**src/rtl/hps_fpga_ocm_pkg.sv**
```systemverilog
// Shared widths, RAM depth and FSM encoding for the on-chip RAM stream reader.
package hps_fpga_ocm_pkg;

   localparam int ADDR_W    = 13;
   localparam int DATA_W    = 64;
   localparam int LEN_W     = 14;
   localparam int OCM_DEPTH = 2 ** ADDR_W;

   typedef enum logic [1:0] {
      IDLE  = 2'd0,
      RUN   = 2'd1,
      DRAIN = 2'd2
   } state_t;

   // A job can never usefully cover more than the whole RAM once.
   function automatic logic [LEN_W-1:0] clamp_len(input logic [LEN_W-1:0] len);
      return (len > LEN_W'(OCM_DEPTH)) ? LEN_W'(OCM_DEPTH) : len;
   endfunction

endpackage

```
**src/rtl/hps_fpga_ocm_skid_fifo.sv**
```systemverilog
// Two-entry skid FIFO holding {data, sop, eop}; absorbs the RAM read pipeline under backpressure.
module hps_fpga_ocm_skid_fifo
   import hps_fpga_ocm_pkg::*;
(
   input  logic              clk,
   input  logic              reset,
   input  logic              push,
   input  logic [DATA_W+1:0] push_entry,
   input  logic              pop,
   output logic [DATA_W+1:0] head_entry,
   output logic [1:0]        count
);

   logic [DATA_W+1:0] mem_q [2];
   logic              wr_ptr_q, wr_ptr_d;
   logic              rd_ptr_q, rd_ptr_d;
   logic [1:0]        count_q, count_d;

   always_comb begin
      wr_ptr_d = wr_ptr_q ^ push;
      rd_ptr_d = rd_ptr_q ^ pop;
      count_d  = count_q + {1'b0, push} - {1'b0, pop};
   end

   // NOTE: state registers use non-blocking assignments so every flop samples pre-edge values.
   always_ff @(posedge clk) begin
      if (reset) begin
         wr_ptr_q <= 1'b0;
         rd_ptr_q <= 1'b0;
         count_q  <= 2'd0;
      end else begin
         wr_ptr_q <= wr_ptr_d;
         rd_ptr_q <= rd_ptr_d;
         count_q  <= count_d;
      end
   end

   // NOTE: storage is deliberately not reset; an entry is only observable once count covers it.
   always_ff @(posedge clk) begin
      if (push) begin
         mem_q[wr_ptr_q] <= push_entry;
      end
   end

   assign head_entry = mem_q[rd_ptr_q];
   assign count      = count_q;

endmodule

```
**src/rtl/hps_fpga_ocm_stream_reader.sv**
```systemverilog
// Reads a block of on-chip RAM words and emits them as a framed Avalon-ST stream with backpressure.
module hps_fpga_ocm_stream_reader
   import hps_fpga_ocm_pkg::*;
(
   input  logic              clk,
   input  logic              reset,
   input  logic              start,
   input  logic [ADDR_W-1:0] base_addr,
   input  logic [LEN_W-1:0]  length,
   output logic              busy,
   output logic              done,
   output logic [ADDR_W-1:0] mem_address,
   output logic              mem_chipselect,
   output logic              mem_write,
   output logic              mem_clken,
   input  logic [DATA_W-1:0] mem_readdata,
   output logic [DATA_W-1:0] out_data,
   output logic              out_valid,
   input  logic              out_ready,
   output logic              out_sop,
   output logic              out_eop
);

   state_t            state_q, state_d;
   logic [ADDR_W-1:0] cur_q, cur_d;
   logic [LEN_W-1:0]  rem_q, rem_d;
   logic              first_q, first_d;
   logic              inflight_q, inflight_d;
   logic              infl_sop_q, infl_sop_d;
   logic              infl_eop_q, infl_eop_d;
   logic              done_q, done_d;

   logic [LEN_W-1:0]  start_len;
   logic [DATA_W+1:0] head_entry;
   logic [1:0]        fifo_count;
   logic [2:0]        occupancy;
   logic              pop, issue, last_issue;

   assign pop        = out_valid & out_ready;
   // Words already committed to the FIFO after this cycle's pop; a new read needs a free slot.
   assign occupancy  = {1'b0, fifo_count} + {2'b0, inflight_q} - {2'b0, pop};
   assign start_len  = clamp_len(length);
   assign last_issue = (rem_q == LEN_W'(1));

   always_comb begin
      // NOTE: every variable gets a default first so no path leaves it unassigned (no latches).
      state_d = state_q;
      cur_d   = cur_q;
      rem_d   = rem_q;
      first_d = first_q;
      done_d  = 1'b0;
      issue   = 1'b0;
      unique case (state_q)
         IDLE: begin
            if (start) begin
               if (start_len != '0) begin
                  state_d = RUN;
                  cur_d   = base_addr;
                  rem_d   = start_len;
                  first_d = 1'b1;
               end else begin
                  done_d = 1'b1;
               end
            end
         end
         RUN: begin
            if (occupancy < 3'd2) begin
               issue   = 1'b1;
               cur_d   = cur_q + ADDR_W'(1);
               rem_d   = rem_q - LEN_W'(1);
               first_d = 1'b0;
               if (last_issue) begin
                  state_d = DRAIN;
               end
            end
         end
         DRAIN: begin
            if (pop && head_entry[0]) begin
               state_d = IDLE;
               done_d  = 1'b1;
            end
         end
         default: state_d = IDLE;
      endcase
      inflight_d = issue;
      infl_sop_d = issue & first_q;
      infl_eop_d = issue & last_issue;
   end

   always_ff @(posedge clk) begin
      if (reset) begin
         state_q    <= IDLE;
         cur_q      <= '0;
         rem_q      <= '0;
         first_q    <= 1'b0;
         inflight_q <= 1'b0;
         infl_sop_q <= 1'b0;
         infl_eop_q <= 1'b0;
         done_q     <= 1'b0;
      end else begin
         state_q    <= state_d;
         cur_q      <= cur_d;
         rem_q      <= rem_d;
         first_q    <= first_d;
         inflight_q <= inflight_d;
         infl_sop_q <= infl_sop_d;
         infl_eop_q <= infl_eop_d;
         done_q     <= done_d;
      end
   end

   // RAM q is valid the cycle after issue, so the in-flight tags line up with mem_readdata.
   hps_fpga_ocm_skid_fifo u_fifo (
      .clk        (clk),
      .reset      (reset),
      .push       (inflight_q),
      .push_entry ({mem_readdata, infl_sop_q, infl_eop_q}),
      .pop        (pop),
      .head_entry (head_entry),
      .count      (fifo_count)
   );

   assign busy           = (state_q != IDLE);
   assign done           = done_q;
   assign mem_address    = cur_q;
   assign mem_chipselect = issue;
   assign mem_write      = 1'b0;
   assign mem_clken      = 1'b1;
   assign out_valid      = (fifo_count != 2'd0);
   assign out_data       = head_entry[DATA_W+1:2];
   assign out_sop        = out_valid & head_entry[1];
   assign out_eop        = out_valid & head_entry[0];

endmodule

```
**config.mk**
```make
export PLATFORM = sky130hd
export DESIGN_NAME = hps_fpga_ocm_stream_reader
export DESIGN_NICKNAME = d
export VERILOG_FILES = /design/src/rtl/hps_fpga_ocm_pkg.sv /design/src/rtl/hps_fpga_ocm_skid_fifo.sv /design/src/rtl/hps_fpga_ocm_stream_reader.sv
export SDC_FILE = /design/constraint.sdc
export NUM_CORES = 1
export LEC_CHECK = 0
export ABC_AREA = 1
export BUFFER_PORTS_ARGS = -buffer_cell sky130_fd_sc_hd__buf_2
export CORE_MARGIN = 4
export CORE_UTILIZATION = 41
export CTS_BUF_LIST = sky130_fd_sc_hd__clkbuf_8
export CTS_CLUSTER_SIZE = 8
export DETAILED_ROUTE_END_ITERATION = 8
export GPL_ROUTABILITY_DRIVEN = 0
export HOLD_SLACK_MARGIN = 0.1
export SLEW_MARGIN = 20
export SYNTH_ARGS = -nofsm -noshare
export SYNTH_HDL_FRONTEND = slang
export SYNTH_SLANG_ARGS = --single-unit
```
**constraint.sdc**
```tcl
create_clock -name clk -period 3.2 [get_ports clk]
set_clock_uncertainty 0.05 [all_clocks]
set_input_delay 0.16 -clock clk [delete_from_list [all_inputs] [get_ports clk]]
set_output_delay 0.16 -clock clk [all_outputs]
set_load 0.01 [all_outputs]
```
After elaboration in Yosys (flattened, before gate mapping) --
Memory sizes are Yosys's and may differ from the RTL's. A register that Yosys moved wholly into a read port is not among the register bits. Cells that the tools add are included.
Word-level totals: flip-flop bits (word level) 38, RAM bits 132, input bits 95, word-level logic and storage cells 71, memories kept 1
Memory list:
- u_fifo.mem_q | words 2, width 66, read ports 1, clocked after memory_dff 1, wr ports 1, line hps_fpga_ocm_skid_fifo.sv:14 | logic [DATA_W+1:0] mem_q [2];
Operators by class: add/sub/neg operators 6, magnitude comparators 2, eq/ne operators 8, mux-type cells 28, bitwise logic cells 7, reductions and logical operators 8
Operator list (count):
- 14-bit 2-to-1 mux | 4
- 13-bit 2-to-1 mux | 3
- 14-bit case mux with 2 select lines | 1
- 13-bit case mux with 2 select lines | 1
- 14-bit by 1-bit == test with 1-bit output, second input constant | 1
- 14-bit > comparator, second input constant | 1
- 14-bit nonzero test | 1
- 14-bit by 1-bit subtractor with 14-bit output, second input constant | 1
- 13-bit by 1-bit adder with 13-bit output, second input constant | 1
- 1-bit 2-to-1 mux | 11
- 2-bit 2-to-1 mux | 5
- 2-bit inequality test, second input constant | 5
- 2-bit case mux with 3 select lines | 1
- 2-bit nonzero test | 3
- 1-bit AND | 5
- 5-bit AND reduction | 1
- 1-bit case mux with 2 select lines | 2
- 4-bit AND reduction | 1
- 2-bit by 1-bit adder with 3-bit output | 1
- 3-bit by 2-bit less-than comparator with 1-bit output, second input constant | 1
- 3-bit by 1-bit subtractor with 3-bit output | 1
- 2-bit by 1-bit adder with 2-bit output | 1
- 2-bit by 1-bit == test with 1-bit output, second input constant | 1
- 2-bit == test, second input constant | 1
- other kinds (4) | 5

Logic depth before layout (Yosys ltp) --
depth in word-level cells 7, gate-level depth with buffers 18, depth with buffers taken out 17

By module --
A second synthesis with hierarchy kept.
Second synthesis, totals: cell total of the unflattened synthesis 637, area total of the unflattened synthesis 7460.9 um^2
By module, submodules not included:
- hps_fpga_ocm_skid_fifo | times used 1, cells each 230, area an instance 5077.4 um^2, sequential area each 4043.9 um^2
- hps_fpga_ocm_stream_reader | times used 1, cells each 407, area an instance 2383.5 um^2, sequential area each 680.7 um^2

Worst setup path after synthesis --
No wires, ideal clock.
path type register to register, from reg u_fifo.count_q[1], in the netlist u_fifo.count[1], to reg rem_q[5], arrival 2567 ps, data required time 3036 ps, setup slack 469 ps, stages on the path, launching flop included 18, period minus slack after synthesis 2731 ps, cells stage by stage dfxtp_1 inv_1 nand2_1 nand2_1 inv_1 ha_1 inv_1 ha_1 fa_1 inv_1 nand2_1 nor2_1 nor2_1 nor2_1 nand3_4 buf_4 a21oi_1 nor2_1
On the way: word-level cells in the longest chain between the ends 6, elaborated cells on any way between the ends 7, those cells by class 2 x add/sub; 1 x order compare; 1 x eq/ne; 1 x bitwise; 2 x reduce/logical
RTL lines:
- from (decl) | line hps_fpga_ocm_skid_fifo.sv:17 | logic [1:0] count_q, count_d;
- from (signal assigned) | line hps_fpga_ocm_skid_fifo.sv:34 | count_q <= count_d;
- 2-bit nonzero test | line hps_fpga_ocm_stream_reader.sv:129 | assign out_valid = (fifo_count != 2'd0);
- via out_valid | line hps_fpga_ocm_stream_reader.sv:18 | output logic out_valid,
- 1-bit AND | line hps_fpga_ocm_stream_reader.sv:39 | assign pop = out_valid & out_ready;
- 3-bit by 1-bit subtractor with 3-bit output | line hps_fpga_ocm_stream_reader.sv:41 | assign occupancy = {1'b0, fifo_count} + {2'b0, inflight_q} - {2'b0, pop};
- via occupancy[1] | line hps_fpga_ocm_stream_reader.sv:36 | logic [2:0] occupancy;
- 3-bit by 2-bit less-than comparator with 1-bit output | line hps_fpga_ocm_stream_reader.sv:67 | if (occupancy < 3'd2) begin
- 2-bit inequality test (no source line)
- 4-bit AND reduction (no source line)
- to (signal assigned) | line hps_fpga_ocm_stream_reader.sv:103 | rem_q <= rem_d;
- to (decl) | line hps_fpga_ocm_stream_reader.sv:26 | logic [LEN_W-1:0] rem_q, rem_d;
The timed path passes the listed nets, and every way through them passes these cells. A chain may end at the register's enable or synchronous reset.

Final worst setup path --
from reg u_fifo.count_q[1], in the netlist u_fifo.count[1], to reg cur_q[5], in the netlist mem_address[5]
On the way: word-level cells in the longest chain between the ends 6, elaborated cells on any way between the ends 7, those cells by class 2 x add/sub; 1 x order compare; 1 x eq/ne; 1 x bitwise; 2 x reduce/logical
RTL lines:
- parallel branches: the longest is 2 deep, another holds 2-bit by 1-bit adder with 3-bit output
- 3-bit by 1-bit subtractor with 3-bit output * | line hps_fpga_ocm_stream_reader.sv:41
- via occupancy[1] | line hps_fpga_ocm_stream_reader.sv:36
- 3-bit by 2-bit less-than comparator with 1-bit output * | line hps_fpga_ocm_stream_reader.sv:67
- 2-bit inequality test (no source line) *
- 4-bit AND reduction (no source line) *
- to (signal assigned) | line hps_fpga_ocm_stream_reader.sv:102 | cur_q <= cur_d;
- to (decl) | line hps_fpga_ocm_stream_reader.sv:25 | logic [ADDR_W-1:0] cur_q, cur_d;
Mark *: on every way through the listed nets, which the timed path passes.

==> flow_metrics.env <==
export IMPL_power_density_mw_per_mm2=774
export IMPL_grt_pass1_wl_um=27700
export IMPL_postSynthAreaPerCell_um2=9.44
export IMPL_ios=180
export IMPL_cts_sinks=170
export IMPL_grt_pass1_vias=5634
export IMPL_setup_viol=0
export IMPL_cts_buffers=17
export IMPL_max_freq_mhz=350
export IMPL_outcome="finished clean"
export IMPL_die_area_mm2=0.0200
export IMPL_finalMaxSlewViolations=0
export IMPL_ys_seq_area_frac=0.647
export IMPL_area_delta_synth_final_pct=34.1
export IMPL_ys_ff_latch=170
export IMPL_grt_usage=0.173
export IMPL_hold_viol=0
export IMPL_grt_start_max_net_pins=67
export IMPL_drv_cap=0
export IMPL_drt_iter0_drc=283
export IMPL_min_path_cells=5
export IMPL_die_h_um=141
export IMPL_cp_max_fo=28
export IMPL_critPathLaunchType="flip-flop"
export IMPL_via_per_inst=4.59
export IMPL_period_share=0.892
export IMPL_synth_edf_count=132
export IMPL_r2r_start="u_fifo.count[1]"
export IMPL_core_mm2=0.0174
export IMPL_ys_flop_type="edfxtp_1"
export IMPL_tns_ps=0
export IMPL_synth_nets=876
export IMPL_timing_hold_ws_ps=165
export IMPL_peakVddDrop_v=0.000315
export IMPL_reg2reg_slack_ps=350
export IMPL_nFillCells=1569
export IMPL_cp_end_kind="flip-flop"
export IMPL_drive_gt1_frac=0.214
export IMPL_cp_startpoint="u_fifo.count[1]"
export IMPL_final_core_util=0.564
export IMPL_synth_yosys_warnings=0
export IMPL_wire_per_inst_um=13.3
export IMPL_crit_type="flip-flop to flip-flop"
export IMPL_overflow=0
export IMPL_finalNonFillerCells=1280
export IMPL_worst_slew_pin_slew_ps=809
export IMPL_final_min_clock_period_ps=2850
export IMPL_dieWidth_um=141
export IMPL_dpl_hpwl_um=11000
export IMPL_firstDrtPassIters=5
export IMPL_required_ps=3530
export IMPL_leakagePower_nw=4.36
export IMPL_antenna_found_initial=0
export IMPL_crit_arrival_ps=3180
export IMPL_postRouteAntennaNets=0
export IMPL_fin_nets=1145
export IMPL_rr_worst_depth=18
export IMPL_start_util=0.421
export IMPL_synth_cell_types=31
export IMPL_port_buffers=177
export IMPL_placed_cells=1153
export IMPL_clock_latency_ps=440
export IMPL_syn_area_mm2=0.00730
export IMPL_synthCells=773
export IMPL_synthArstFlopShare=0
export IMPL_dr_total_vias=5876
export IMPL_grt_setup_unrepaired="no"
export IMPL_rows=48
export IMPL_cts_max_level=4
export IMPL_antenna_cells=0
export IMPL_cts_setup_buffers=0
export IMPL_cts_tree="built"
export IMPL_cts_root_buf="clkbuf_8"
export IMPL_wirelength_um=17100
export IMPL_critPathCapture="mem_address[5]"
export IMPL_clkSlewWorstSetupHoldPaths_ps=80
export IMPL_timing_rr_end="mem_address[5]"
export IMPL_drc_errors=0
export IMPL_relSlewSlack=0.457
export IMPL_min_path_type="input pin to flip-flop"
export IMPL_cts_buffer_depth=2
## kinds of logic after synthesis
family,count (synthesis),synth area share
simple gates,468,0.255
flops,170,0.647
buf+inv,80,0.0470
compound gates,38,0.0271
fa+ha+maj,8,0.0147
xor+xnor,7,0.00840
other cells,2,0.00103
## cells in the final DEF (no fill, tap or decap), drive strengths merged, types with 2 or more instances in the layout
cell type / synthesis / layout
edfxtp: 132 / 132
a21oi: 13 / 13
dlygate4sd3: 0 / 95
clkbuf: 15 / 17
nand3: 36 / 36
conb: 2 / 2
inv: 48 / 52
nor2: 91 / 91
nor3: 10 / 10
or2: 2 / 2
ha: 7 / 7
bufinv: 0 / 4
nand3b: 2 / 2
o21ai: 22 / 22
dfxtp: 38 / 38
nand4: 3 / 3
nand2: 324 / 324
buf: 15 / 185
clkinv: 2 / 7
clkinvlp: 0 / 2
xor2: 6 / 6
## power breakdown
part / internal [mW] / switching [mW]
clock network: 0.854 / 0.761
registers: 2.83 / 0.193
logic: 1.05 / 1.90
## worst min path at each step
stage,startpoint,endpoint,slack [ps]
floorplan,mem_readdata[8],u_fifo.mem_q[0][10],210
global placement,mem_readdata[35],u_fifo.mem_q[0][37],300
detailed placement,mem_readdata[9],u_fifo.mem_q[0][11],300
CTS,length[7],rem_q[7],120
global route,length[7],rem_q[7],150
finish,length[7],rem_q[7],170
## layout make-up
| type | count | area [µm²] | share of cell area |
|---|---|---|---|
| clock buffer | 17 | 234 | 0.0239 |
| timing repair buffer | 280 | 1920 | 0.196 |
| inverter | 50 | 188 | 0.0192 |
| tap | 225 | 282 | 0.0287 |
| clock inverter | 15 | 199 | 0.0203 |
| sequential | 170 | 4730 | 0.483 |
| multi-input combinational | 523 | 2240 | 0.229 |
## cells in the mapped netlist, drive strengths merged (3+ instances only)
master,n,area [µm²]
o21ai,22,110
inv,48,180
a21oi,13,65.1
dfxtp,38,761
nand3,36,193
nor2,91,342
edfxtp,132,3960
nor3,10,50.1
nand4,3,18.8
nand2,324,1230
clkbuf,15,56.3
xor2,6,52.6
buf,15,98.8
ha,7,87.6
## sequential cells by signal, summed over array words and instances (netlist names)
signal	cells
done	1
rem_q	14
u_fifo.mem_q	132
u_fifo.count	2
mem_address	13
infl_sop_q	1
state_q	2
inflight_q	1
infl_eop_q	1
u_fifo.wr_ptr_q	1
first_q	1
u_fifo.rd_ptr_q	1
## routing by layer
layer / vias to the layer above / share of wire / GRT usage
li1: 3027 / - / -
met4: 0 / 0.0078 / 0.0409
met3: 10 / 0.064 / 0.0361
met5: - / 0 / 0
met2: 183 / 0.47 / 0.291
met1: 2656 / 0.46 / 0.230
## stage by stage
| stage | area [µm²] | worst slack, ps | power, mW |
|---|---|---|---|
| CTS | 9790 | 231 | 7.64 |
| finish | 9790 | 346 | 7.58 |
| detailed placement | 8400 | 243 | 5.92 |
| global route | 9790 | 11.9 | 8.19 |
| global placement | 8400 | 334 | 5.89 |
| floorplan | 7300 | 469 | 4.99 |
## what timing repair did
item,in CTS,in global routing
hold endpoints to repair,163,0
gates resized for setup,0,2
endpoints found under the setup margin,0,28
hold buffers,95,0
## worst max-delay path, cell delays in order (launching register included)
cell	delay (ps)
dfxtp_1	320
inv_1	90
nand2_1	100
nand2_1	120
inv_1	50
ha_1	260
inv_1	40
ha_1	180
fa_1	430
inv_1	80
nand2_1	60
nor2_2	100
nor2_1	70
nor2_2	270
nand3_4	90
buf_4	220
nand2_1	90
nand2_1	50
nor2_1	90
Note: power is estimated with default switching activity, not from simulation.
